==> src/rtl/etc_lane_ctrl.sv <==
// Nonstop ETC lane controller: tracks vehicles between three sensors, queues one Epass
// verdict per vehicle and drives the barrier, holding refused vehicles for manual release.
module etc_lane_ctrl #(
  parameter int unsigned QDEPTH  = 4,
  parameter int unsigned CNT_W   = 4,
  parameter int unsigned TIMEOUT = 1000,
  parameter int unsigned TMR_W   = 10
) (
  input  logic             clk_i,
  input  logic             reset_i,
  input  logic             sensor1_i,
  input  logic             sensor2_i,
  input  logic             sensor3_i,
  input  logic [1:0]       valid_epass_i,
  input  logic             enable_i,
  output logic             init_o,
  output logic             req_check_o,
  output logic             up_o,
  output logic             down_o,
  output logic             dis_o,
  output logic             barrier_open_o,
  output logic [CNT_W-1:0] occupancy_o,
  output logic             timeout_err_o,
  output logic             viol_o,
  output logic             overflow_o
);

  localparam int unsigned PtrW  = (QDEPTH > 1) ? $clog2(QDEPTH) : 1;
  localparam int unsigned QcntW = PtrW + 1;

  localparam logic [QcntW-1:0] QFull   = QcntW'(QDEPTH);
  localparam logic [TMR_W-1:0] TmrLast = TMR_W'(TIMEOUT - 1);
  localparam logic [CNT_W-1:0] OccMax  = '1;

  typedef enum logic {ChkIdle, ChkCheck} chk_state_e;
  typedef enum logic [1:0] {BarClosed, BarOpen, BarHold} bar_state_e;

  logic             s1_q, s2_q, s3_q;
  logic             s1_rise, s2_rise, s3_fall;
  logic [CNT_W-1:0] occ_q, occ_d;
  logic             occ_ovf;

  chk_state_e       chk_q, chk_d;
  logic [TMR_W-1:0] tmr_q, tmr_d;
  logic [QcntW-1:0] pend_q, pend_d;
  logic             pend_ovf;
  logic             push, push_val;
  logic             tout_q, tout_d;

  bar_state_e       bar_q, bar_d;
  logic             pop;
  logic             up_q, up_d, down_q, down_d, viol_q, viol_d;

  logic             mem_q [QDEPTH];
  logic [PtrW-1:0]  wr_q, wr_d, rd_q, rd_d, rd_nxt;
  logic [QcntW-1:0] qcnt_q, qcnt_d;
  logic             q_empty, q_full, push_ok, q_ovf;
  logic             head, nxt_head_vld, nxt_head;
  logic             ovf_q, ovf_d;

  assign s1_rise = sensor1_i & ~s1_q;
  assign s2_rise = sensor2_i & ~s2_q;
  assign s3_fall = ~sensor3_i & s3_q;

  always_comb begin
    occ_d   = occ_q;
    occ_ovf = 1'b0;
    if (s1_rise && !s3_fall) begin
      if (occ_q == OccMax) begin
        occ_ovf = 1'b1;
      end else begin
        occ_d = occ_q + CNT_W'(1);
      end
    end else if (s3_fall && !s1_rise && occ_q != '0) begin
      occ_d = occ_q - CNT_W'(1);
    end
  end

  always_comb begin
    chk_d    = chk_q;
    tmr_d    = tmr_q;
    pend_d   = pend_q;
    pend_ovf = 1'b0;
    push     = 1'b0;
    push_val = 1'b0;
    tout_d   = 1'b0;
    unique case (chk_q)
      ChkIdle: begin
        // A fresh reader event takes precedence; a pending vehicle waits its turn.
        if (s2_rise) begin
          chk_d = ChkCheck;
          tmr_d = '0;
        end else if (pend_q != '0) begin
          chk_d  = ChkCheck;
          tmr_d  = '0;
          pend_d = pend_q - QcntW'(1);
        end
      end
      ChkCheck: begin
        if (valid_epass_i == 2'b10) begin
          push     = 1'b1;
          push_val = 1'b1;
          chk_d    = ChkIdle;
        end else if (valid_epass_i == 2'b01) begin
          push  = 1'b1;
          chk_d = ChkIdle;
        end else if (tmr_q == TmrLast) begin
          push   = 1'b1;
          tout_d = 1'b1;
          chk_d  = ChkIdle;
        end else begin
          tmr_d = tmr_q + TMR_W'(1);
        end
        if (s2_rise) begin
          if (pend_q == QFull) begin
            pend_ovf = 1'b1;
          end else begin
            pend_d = pend_q + QcntW'(1);
          end
        end
      end
      default: chk_d = ChkIdle;
    endcase
  end

  assign q_empty = (qcnt_q == '0);
  assign q_full  = (qcnt_q == QFull);
  assign head    = mem_q[rd_q];
  assign rd_nxt  = rd_q + PtrW'(1);
  assign push_ok = push & ~q_full;
  assign q_ovf   = push & q_full;

  // Head after a pop: the second entry, or a verdict being pushed into a one-entry queue.
  assign nxt_head_vld = (qcnt_q > QcntW'(1)) || push;
  assign nxt_head     = (qcnt_q > QcntW'(1)) ? mem_q[rd_nxt] : push_val;

  always_comb begin
    bar_d  = bar_q;
    pop    = 1'b0;
    up_d   = 1'b0;
    down_d = 1'b0;
    viol_d = 1'b0;
    unique case (bar_q)
      BarClosed: begin
        if (s3_fall) begin
          viol_d = 1'b1;
          pop    = ~q_empty;
        end else if (!q_empty) begin
          if (head) begin
            up_d  = 1'b1;
            bar_d = BarOpen;
          end else begin
            bar_d = BarHold;
          end
        end
      end
      BarHold: begin
        if (s3_fall) begin
          viol_d = 1'b1;
          pop    = ~q_empty;
          bar_d  = BarClosed;
        end else if (enable_i) begin
          up_d  = 1'b1;
          bar_d = BarOpen;
        end
      end
      BarOpen: begin
        if (s3_fall) begin
          if (q_empty) begin
            viol_d = 1'b1;
            down_d = 1'b1;
            bar_d  = BarClosed;
          end else begin
            pop = 1'b1;
            if (!(nxt_head_vld && nxt_head)) begin
              down_d = 1'b1;
              bar_d  = BarClosed;
            end
          end
        end
      end
      default: bar_d = BarClosed;
    endcase
  end

  always_comb begin
    wr_d   = wr_q;
    rd_d   = rd_q;
    qcnt_d = qcnt_q;
    if (push_ok) begin
      wr_d = wr_q + PtrW'(1);
    end
    if (pop) begin
      rd_d = rd_nxt;
    end
    unique case ({push_ok, pop})
      2'b10:   qcnt_d = qcnt_q + QcntW'(1);
      2'b01:   qcnt_d = qcnt_q - QcntW'(1);
      default: qcnt_d = qcnt_q;
    endcase
    ovf_d = ovf_q | occ_ovf | pend_ovf | q_ovf;
  end

  always_ff @(posedge clk_i) begin
    if (push_ok) begin
      mem_q[wr_q] <= push_val;
    end
  end

  always_ff @(posedge clk_i) begin
    if (reset_i) begin
      s1_q   <= 1'b0;
      s2_q   <= 1'b0;
      s3_q   <= 1'b0;
      occ_q  <= '0;
      chk_q  <= ChkIdle;
      tmr_q  <= '0;
      pend_q <= '0;
      tout_q <= 1'b0;
      bar_q  <= BarClosed;
      up_q   <= 1'b0;
      down_q <= 1'b0;
      viol_q <= 1'b0;
      wr_q   <= '0;
      rd_q   <= '0;
      qcnt_q <= '0;
      ovf_q  <= 1'b0;
    end else begin
      s1_q   <= sensor1_i;
      s2_q   <= sensor2_i;
      s3_q   <= sensor3_i;
      occ_q  <= occ_d;
      chk_q  <= chk_d;
      tmr_q  <= tmr_d;
      pend_q <= pend_d;
      tout_q <= tout_d;
      bar_q  <= bar_d;
      up_q   <= up_d;
      down_q <= down_d;
      viol_q <= viol_d;
      wr_q   <= wr_d;
      rd_q   <= rd_d;
      qcnt_q <= qcnt_d;
      ovf_q  <= ovf_d;
    end
  end

  assign init_o         = (chk_q == ChkIdle) && (bar_q == BarClosed) && q_empty;
  assign req_check_o    = (chk_q == ChkCheck);
  assign dis_o          = (bar_q == BarHold);
  assign barrier_open_o = (bar_q == BarOpen);
  assign up_o           = up_q;
  assign down_o         = down_q;
  assign occupancy_o    = occ_q;
  assign timeout_err_o  = tout_q;
  assign viol_o         = viol_q;
  assign overflow_o     = ovf_q;

endmodule

==> config.mk <==
export PLATFORM = sky130hd
export DESIGN_NAME = etc_lane_ctrl
export DESIGN_NICKNAME = d
export VERILOG_FILES = /design/src/rtl/etc_lane_ctrl.sv
export SDC_FILE = /design/constraint.sdc
export NUM_CORES = 1
export LEC_CHECK = 0
export ABC_CLOCK_PERIOD_IN_PS = 5600
export CORE_ASPECT_RATIO = 0.75
export CORE_UTILIZATION = 35
export DETAILED_ROUTE_END_ITERATION = 7
export PLACE_DENSITY = 0.55
export SLEW_MARGIN = 20
export SYNTH_ARGS = -nofsm -noshare
export SYNTH_HDL_FRONTEND = slang
export SYNTH_SLANG_ARGS = --single-unit
==> constraint.sdc <==
create_clock -name clk_i -period 5.6 [get_ports clk_i]
set_clock_uncertainty 0.2 [all_clocks]
set_input_delay 0.56 -clock clk_i [delete_from_list [all_inputs] [get_ports clk_i]]
set_output_delay 0.56 -clock clk_i [all_outputs]
set_load 0.1 [all_outputs]
==> impl_results.md <==
* Gr usage total at 14.1%
* Width of the die at 91.4 microns
* Top-count cell post-synth: dfxtp_1
* CTS tree: done
* Worst Path Required at 4.84 ns
* Number of global-route vias before repair at 1479
* Worst Path Max Fanout at 6
* Grt ovf at 0
* Worst vdd ir at 126 uV
* CP Capture Type: output pin
* Clk_lat worst skew at 0.29 ns
* Design area at 2500 sq um
* I/O Buffers at 20
* Yosys top cell area share at 35.3%
* Worst Setup SP: qcnt_q[1]
* Hpwl dp at 2920 microns
* CTS Buf Count at 5
* Worst-Margin Slew at 0.966 ns
* Power Density at 425 nW/um^2
* Endpoints failing setup at 0
* Reg-to-reg setup timing slack at 2.90 ns
* Worst-path clk slew at 0.08 ns
* Worst reg2reg path depth at 7
* Syn avg cell area at 9.36 sq um
* Maximum clock rate at 306 MHz
* Post_cts resized at 0
* Layout Nets at 267
* Antenna violation net count after detailed routing at 0
* H-tree levels at 2
* Total number of vias at 1595
* Synth unique cells at 43
* Final hold vios at 0
* Number of flops mapped to enable cells by yosys at 4
* #FFs+latches synth at 41
* Longest Clk Path Bufs at 2
* Critical path type: register to output pin
* Yosys top cell by area: dfxtp_1
* Global-route wire length before repair at 7140 microns
* Crit Reg-Reg Startpoint: tmr_q[0]
* Hold Crit Class: register to register
* RSZ-0062 raised after global routing: false
* Predominant post-synthesis flop cell: dfxtp_1
* Max_cap viols at 0
* Hold depth at 2
* Final Max Slew Viols at 0
* Place WS at 2.64 ns
* Ys async rst share at 0%
* Post-synthesis instance total at 224
* Die area at 6310 sq um
* Synth cell count leaders: dfxtp_1 (37), nor2_1 (23), nand2_1 (19)
* Starting Density at 36.2%
* Max-slew headroom at 35.4%
* Final core occ at 43.2%
* Final WL at 4160 microns
* Sequential fraction of the synthesis area at 41.1%
* Synth warnings at 0
* Termination of the worst setup path: init_o
* Placer Congestion at 0.781
* Syn-to-layout area delta at 19.3%
* Antenna cells at 0
* Placed cell area at 2370 sq um
* Setup WS post-layout at 2.33 ns
* Final min period at 3.27 ns
* Setup Fix Bufs, Post-CTS at 0
* Vias/cell at 4.92
* Cell Area, Synth at 2100 sq um
* Mapped Nets at 246
* Initial antenna violation count at 0
* Die extent in y at 69.0 microns
* FP Rows at 24
* Final worst-path cycle share at 58.3%
* Worst path arrival time at 2.51 ns
* LEAKAGE at 0.955 nW
* Reg2reg end: qcnt_q[2]
* Initial DRC count at 98
* Routed len/inst at 12.8 microns
* Status: finished clean
* Drt pass-1 iters at 4
* Core region area at 5800 sq um
* Setup TNS at 0 ns
* CTS Hold Bufs at 0
* Area contributors post-synth: dfxtp_1 (35%), ha_1 (7.2%), edfxtp_1 (5.7%)
* I/O pin cnt at 21
* # DRC at 0
* Startpoint types: register
* Clock sinks at 41
* Largest net degree at the start of global routing at 34
* CTS root buffer: clkbuf_8
* Share of cells above drive strength 1 at 6.50%
-- registers in the layout, indices dropped and copies added (netlist names), 2 cells and up, named ones only --
name and flops:
rd_q 2, wr_q 2, occupancy_o 4, mem_q 4, qcnt_q 3, bar_q 2
tmr_q 10, pend_q 3
-- metrics by stage --
| stage | hold slack (ns) | power [mW] | instances |
|---|---|---|---|
| finish | 0.286 | 1.06 | 324 |
| global route | 0.324 | 1.13 | 324 |
| CTS | 0.286 | 1.07 | 324 |
| detailed placement | 0.283 | 0.785 | 316 |
| global placement | 0.276 | 0.784 | 316 |
| floorplan | 0.245 | 0.705 | 224 |
-- layout make-up --
cell class                 instances  area, sq um
multi-input combinational        168         1170
inverter                           8         30.0
clock buffer                       5         68.8
clock inverter                     3         65.1
timing repair buffer              21          208
tap                               78         97.6
fill                             546         3290
sequential                        41          861
-- logic make-up (layout without fill, tap and decap cells) --
family	after synthesis	count (layout)	share of synthesized area (%)
DFF	41	41	41.1
AOI/OAI and AO/OA	38	38	12.6
xor gates and xnor gates	14	14	5.85
adders and majority gates	14	14	9.07
and+or+nand+nor	94	94	23.3
muxes	8	8	5.07
buffers and inverters	15	37	3.04
-- routing by layer --
layer | GRT usage [%] | vias up | share of wire [%]
li1 | - | 840 | -
met1 | 21.2 | 729 | 55
met2 | 19.4 | 24 | 41
met3 | 3.86 | 2 | 3.4
met4 | 3.70 | 0 | 0.65
met5 | 0 | - | 0
-- how the worst min path moves through the flow --
| stage | start | to | slack [ns] |
|---|---|---|---|
| floorplan | tmr_q[9] | timeout_err_o | 0.25 |
| global placement | tmr_q[9] | timeout_err_o | 0.28 |
| detailed placement | tmr_q[9] | timeout_err_o | 0.28 |
| CTS | tmr_q[9] | timeout_err_o | 0.29 |
| global route | tmr_q[9] | timeout_err_o | 0.32 |
| finish | tmr_q[9] | timeout_err_o | 0.29 |
-- critical path: stages (launching register included) --
cell	delay, ns
dfxtp_1	0.33
inv_1	0.12
ha_1	0.27
nand2b_1	0.13
nor4_1	0.19
clkdlybuf4s50_1	1.18
-- report_power, final --
group	internal (mW)	total, mW	leakage, nW	switching, mW
Combinational	0.134	0.406	0.549	0.272
Sequential	0.329	0.374	0.339	0.0455
Clock	0.177	0.284	0.0681	0.107
Total	0.640	1.06	0.955	0.424
-- layout by cell type, fill, tap and decap left out, types with 4 or more instances in the layout --
| cell | netlist | layout |
|---|---|---|
| dfxtp_1 | 37 | 37 |
| nand4_1 | 5 | 5 |
| clkbuf_8 | 0 | 5 |
| a21oi_1 | 12 | 12 |
| nor2_1 | 23 | 23 |
| mux2i_1 | 5 | 5 |
| clkdlybuf4s50_1 | 0 | 20 |
| xnor2_1 | 10 | 10 |
| or3_1 | 8 | 8 |
| nand3_1 | 7 | 7 |
| a211oi_1 | 4 | 4 |
| ha_1 | 12 | 12 |
| nor2b_1 | 9 | 9 |
| xor2_1 | 4 | 4 |
| edfxtp_1 | 4 | 4 |
| inv_1 | 8 | 8 |
| and3_1 | 7 | 7 |
| nor4_1 | 4 | 4 |
| nand2_1 | 19 | 19 |
No activity file was read; power rests on OpenSTA's default activity.
==> RTL edit 1, RTL diff (same settings) <==
Remove the register `viol_q`: a continuous assignment takes its place, so the output `viol_o` follows one clock earlier.
--- a/src/rtl/etc_lane_ctrl.sv
+++ b/src/rtl/etc_lane_ctrl.sv
@@ -220,7 +220,6 @@
       bar_q  <= BarClosed;
       up_q   <= 1'b0;
       down_q <= 1'b0;
-      viol_q <= 1'b0;
       wr_q   <= '0;
       rd_q   <= '0;
       qcnt_q <= '0;
@@ -237,13 +236,14 @@
       bar_q  <= bar_d;
       up_q   <= up_d;
       down_q <= down_d;
-      viol_q <= viol_d;
       wr_q   <= wr_d;
       rd_q   <= rd_d;
       qcnt_q <= qcnt_d;
       ovf_q  <= ovf_d;
     end
   end
+
+  assign viol_q = viol_d;
 
   assign init_o         = (chk_q == ChkIdle) && (bar_q == BarClosed) && q_empty;
   assign req_check_o    = (chk_q == ChkCheck);
Check against the original RTL: not equivalent (a bounded check fails within 4 cycles, from zero or initial values and one cycle with reset_i high).
==> RTL edit 1 against the original RTL <==
  * Die area fell by 2.0%
  * Worst setup slack got worse by 0.10 ns
  * Power fell by 1.5%
  * Wire length fell by 4.6%
  * Sequential cell count fell by 1
  * Synthesized area fell by 2.1%
  * Design area fell by 2.5%
  * Clock power fell by 14%
==> RTL edit 1: results (changes against the original RTL) <==
[status]
status=finished, final reports clean

[cells_and_area]
drive_above_1_share=0.0782  ; +0.0131
nFillCells=561  ; +2.7%
finalNetCount=264  ; -1.1%
antenna-diode-count=0  ; unchanged

[timing]
timing.slew.headroom=0.343  ; -0.0116
hold_ws_ns=0.287  ; +0.00127 ns

[route]
drc=0  ; unchanged
routed_wire_length_per_instance_um=12.5  ; -2.8%
firstDrtPassIters=4  ; unchanged
detail_route.iter0.violations=70  ; -29%
routed-via-count=1560  ; -2.2%

[clocking]
worst_setup_hold_path_clk_slew_ns=0.08  ; about the same
htree_num_levels=2  ; unchanged
cts.repair_timing.setup_buffer_count=0  ; unchanged
cts_resized=0  ; unchanged
clock-root-buffer=clkbuf_8

[global_routing]
first_global_vias=1411  ; -4.6%
grt_antenna_before_repair=0  ; unchanged
grt_start_max_net_pins=31  ; -8.8%
track_usage=0.140  ; -0.000398
wire_length_of_the_first_global_routing_pass_um=6710  ; -6.0%

[placement]
post-dp-hpwl_um=2820  ; -3.7%
buffer_ports.inserted=20  ; unchanged
routabilityCongestion=0.748  ; -4.3%

[synthesis]
asyncSetResetFlopFracSynth=0  ; unchanged
synth.lib_cells_used.distinct=47  ; +9.3%
mappedNetlistNets=243  ; -1.2%
synth-xor-area-share=0.0634  ; +0.00490
synth-main-ff-cell=dfxtp_1
synthTopCellsByCount=36 x dfxtp_1, 20 x nor2_1, 18 x a21oi_1, 18 x nand2_1, 12 x ha_1
compound_cell_area_share_of_the_yosys_netlist=0.132  ; +0.00634
synth_top_cells_by_area=dfxtp_1 35%, ha_1 7.3%, edfxtp_1 5.9%
synthAdderAreaFrac=0.0926  ; +0.00193
ys.warnings.count=0  ; unchanged
synth_seq_area_share=0.410  ; -0.000995
yosys-mux-area-fraction=0.0366  ; -0.0142
synth_enable_flop_cells=4  ; unchanged

[worst_setup_path]
worst_path_max_delay_cell=clkdlybuf4s50_1
critical_setup_path_class=flop to primary output
crit_path_max_fanout=5  ; -1
timing.critical_path.arrival_ns=2.61  ; +0.10 ns
worst_path_largest_cell_delay_ns=1.13  ; -0.05 ns
r2r_slack_ns=2.88  ; -0.02 ns

[pwr]
irDropWorstVdd_uv=202  ; +60%
leakagePower_nw=0.882  ; -7.7%

[RTL edit 1: cell count changes after synthesis, moves of 3 or more]
cell | before | now
a21oi_1 | 12 | 18
and2_1 | 0 | 5
and3_1 | 7 | 3
buf_2 | 0 | 4
clkbuf_1 | 6 | 1
nand3_1 | 7 | 3
nor2_1 | 23 | 20
o21ai_1 | 0 | 6
[RTL edit 1: path summary, 6_finish.rpt]
| path | cells after the start | endpoint | start |
|---|---|---|---|
| max reg2reg | 7 | qcnt_q[2] | qcnt_q[0] |
| min | 2 | tmr_q[1] | tmr_q[1] |
| max | 5 | init_o | qcnt_q[1] |
| min reg2reg | 2 | tmr_q[1] | tmr_q[1] |
[RTL edit 1: metrics by stage]
step                setup slack [ns]  std cells  cell area, um^2   util
floorplan                       2.72        221             2050      -
global placement                2.33        310             2320  0.423
detailed placement              2.31        310             2320  0.423
CTS                             2.24        318             2440  0.444
global route                    2.11        318             2440  0.444
finish                          2.23        318             2440  0.444
[RTL edit 1: cell families after synthesis]
logic type,Yosys count
adders and majority gates,14
xor gates and xnor gates,14
and+or+nand+nor,90
DFF,40
buffers and inverters,16
AOI/OAI and AO/OA,42
muxes,5
[RTL edit 1: final cells by class]
class | count | area, um^2 | share of cell area
clock inverter | 3 | 46.3 | 0.0190
inverter | 9 | 33.8 | 0.0139
sequential | 40 | 841 | 0.345
tap | 75 | 93.8 | 0.0385
clock buffer | 5 | 68.8 | 0.0282
timing repair buffer | 21 | 208 | 0.0852
multi-input combinational | 165 | 1150 | 0.470
[RTL edit 1: layer usage]
metal	vias to the layer above	track usage	wire, um
li1	822	-	-
met1	702	0.200	2220
met2	32	0.199	1560
met3	4	0.0378	147
met4	0	0.0544	36
met5	-	0	0
[RTL edit 1: tightest hold or removal path, cell delays in order, from the launching register on]
cell and delay (ns):
dfxtp_1 0.34, nand2_1 0.06, a21oi_1 0.05
[RTL edit 1: power by group]
part           switching (W)  total, W  leakage (nW)  internal [W]
clock network       0.000108  0.000243        0.0548      0.000134
logic               0.000290  0.000433         0.497      0.000143
registers          0.0000489  0.000372         0.331      0.000323
==> RTL edit 2, RTL diff (same settings) <==
Made on the original files. Set the parameter `TMR_W` to 5 (it was 10).
--- a/src/rtl/etc_lane_ctrl.sv
+++ b/src/rtl/etc_lane_ctrl.sv
@@ -4,7 +4,7 @@
   parameter int unsigned QDEPTH  = 4,
   parameter int unsigned CNT_W   = 4,
   parameter int unsigned TIMEOUT = 1000,
-  parameter int unsigned TMR_W   = 10
+  parameter int unsigned TMR_W   = 5
 ) (
   input  logic             clk_i,
   input  logic             reset_i,
Function: changed (Yosys sat finds a counterexample within 10 cycles, from zero or initial values and one cycle with reset_i high).
==> RTL edit 2 against the original RTL <==
  * First-iteration DRC count shrank 41%
  * Die area shrank 9.7%
  * Worst setup slack lost 0.068 ns
  * Power shrank 6.4%
  * Largest power group unchanged
  * Worst hold slack lost 0.010 ns
  * Clock power shrank 21%
  * Synthesized area shrank 10%
  * Largest cell class unchanged
  * Sequential share of layout area shrank 0.81 points
  * Via count shrank 11%
  * Critical endpoint unchanged
  * Wire length shrank 12%
  * Sequential cell count shrank 5
  * Design area shrank 9.5%
==> RTL edit 2: results (changes against the original RTL) <==
[status]
status=finished, final reports clean

[synthesis]
synth_seq_area_share=0.403  ; -0.00759
synth-xor-area-share=0.0596  ; +0.00117
synthAdderAreaFrac=0.0941  ; +0.00341
synth_top_cells_by_area=dfxtp_1 34%, ha_1 7.3%, edfxtp_1 6.4%
mappedNetlistNets=216  ; -12%
synth.lib_cells_used.distinct=47  ; +9.3%
yosys-mux-area-fraction=0.0570  ; +0.00628

[global_routing]
gr-usage-met3=0.0402  ; +0.00157
wire_length_of_the_first_global_routing_pass_um=6270  ; -12%
grt_util_met2=0.195  ; +0.00106
track_usage=0.142  ; +0.00116
grt.met1_usage=0.212  ; about the same

[pwr]
power_sequential_w=0.000352  ; -5.9%
internal-power_w=0.000569  ; -11%
irDropWorstVdd_uv=209  ; +66%
leakagePower_nw=0.858  ; -10%
power.share.clock=0.226  ; -0.041

[route]
routed_met1_length_um=1990  ; -14%
routed-wl-met2_um=1480  ; -12%
detail_route.iter0.violations=58  ; -41%
routed_wire_length_per_instance_um=12.6  ; -1.6%

[placement]
placement.cell_area_um2=2160  ; -8.9%
post-dp-hpwl_um=2560  ; -12%
post_place_worst_slack_ns=2.56  ; -0.0760 ns
routabilityCongestion=0.759  ; -2.8%

[cells_and_area]
finalNetCount=237  ; -11%
largest_register_ffs=5  ; -5
drive_above_1_share=0.0691  ; +0.00408

[timing]
max_slew.worst_pin.slew_ns=0.978  ; +0.0123 ns

[worst_setup_path]
timing.critical_path.arrival_ns=2.58  ; +0.07 ns

[clocking]
worst_setup_hold_path_clk_slew_ns=0.07
cts.repair_timing.setup_buffer_count=0  ; unchanged

RTL edit 2: final cells by class:
| type | instances | area [um^2] | area share |
|---|---|---|---|
| clock inverter | 3 | 37.5 | 0.0166 |
| inverter | 9 | 33.8 | 0.0149 |
| multi-input combinational | 143 | 1070 | 0.471 |
| timing repair buffer | 21 | 208 | 0.0917 |
| clock buffer | 5 | 68.8 | 0.0304 |
| tap | 72 | 90.1 | 0.0398 |
| sequential | 36 | 761 | 0.336 |
RTL edit 2: path summary, 6_finish.rpt:
| path | from | end | slack, ns | cells after the start |
|---|---|---|---|---|
| setup / recovery | qcnt_q[1] | init_o | 2.26 | 5 |
| hold / removal | overflow_o | overflow_o | 0.28 | 2 |
| setup reg to reg | tmr_q[0] | qcnt_q[2] | 2.92 | 7 |
| hold reg to reg | overflow_o | overflow_o | 0.28 | 2 |
RTL edit 2: per-stage QoR:
stage / power [W] / instances / hold slack, ns
CTS: 0.00100 / 289 / 0.282
global route: 0.00106 / 289 / 0.326
floorplan: 0.000688 / 195 / 0.273
global placement: 0.000779 / 281 / 0.264
detailed placement: 0.000777 / 281 / 0.272
finish: 0.000995 / 289 / 0.276
RTL edit 2: worst max-delay path, cell delays in order, from the launching register on:
cell and delay (ns):
dfxtp_1 0.34, inv_1 0.11, ha_1 0.31, nand2b_1 0.17, nor4_1 0.19, clkdlybuf4s50_1 1.18
RTL edit 2: cells by family (layout without fill, tap and decap cells):
kind of cell | count (synthesis) | after routing
AOI/OAI and AO/OA | 29 | 29
buffers and inverters | 16 | 38
xor gates and xnor gates | 12 | 12
and+or+nand+nor | 81 | 81
DFF | 36 | 36
muxes | 8 | 8
adders and majority gates | 13 | 13
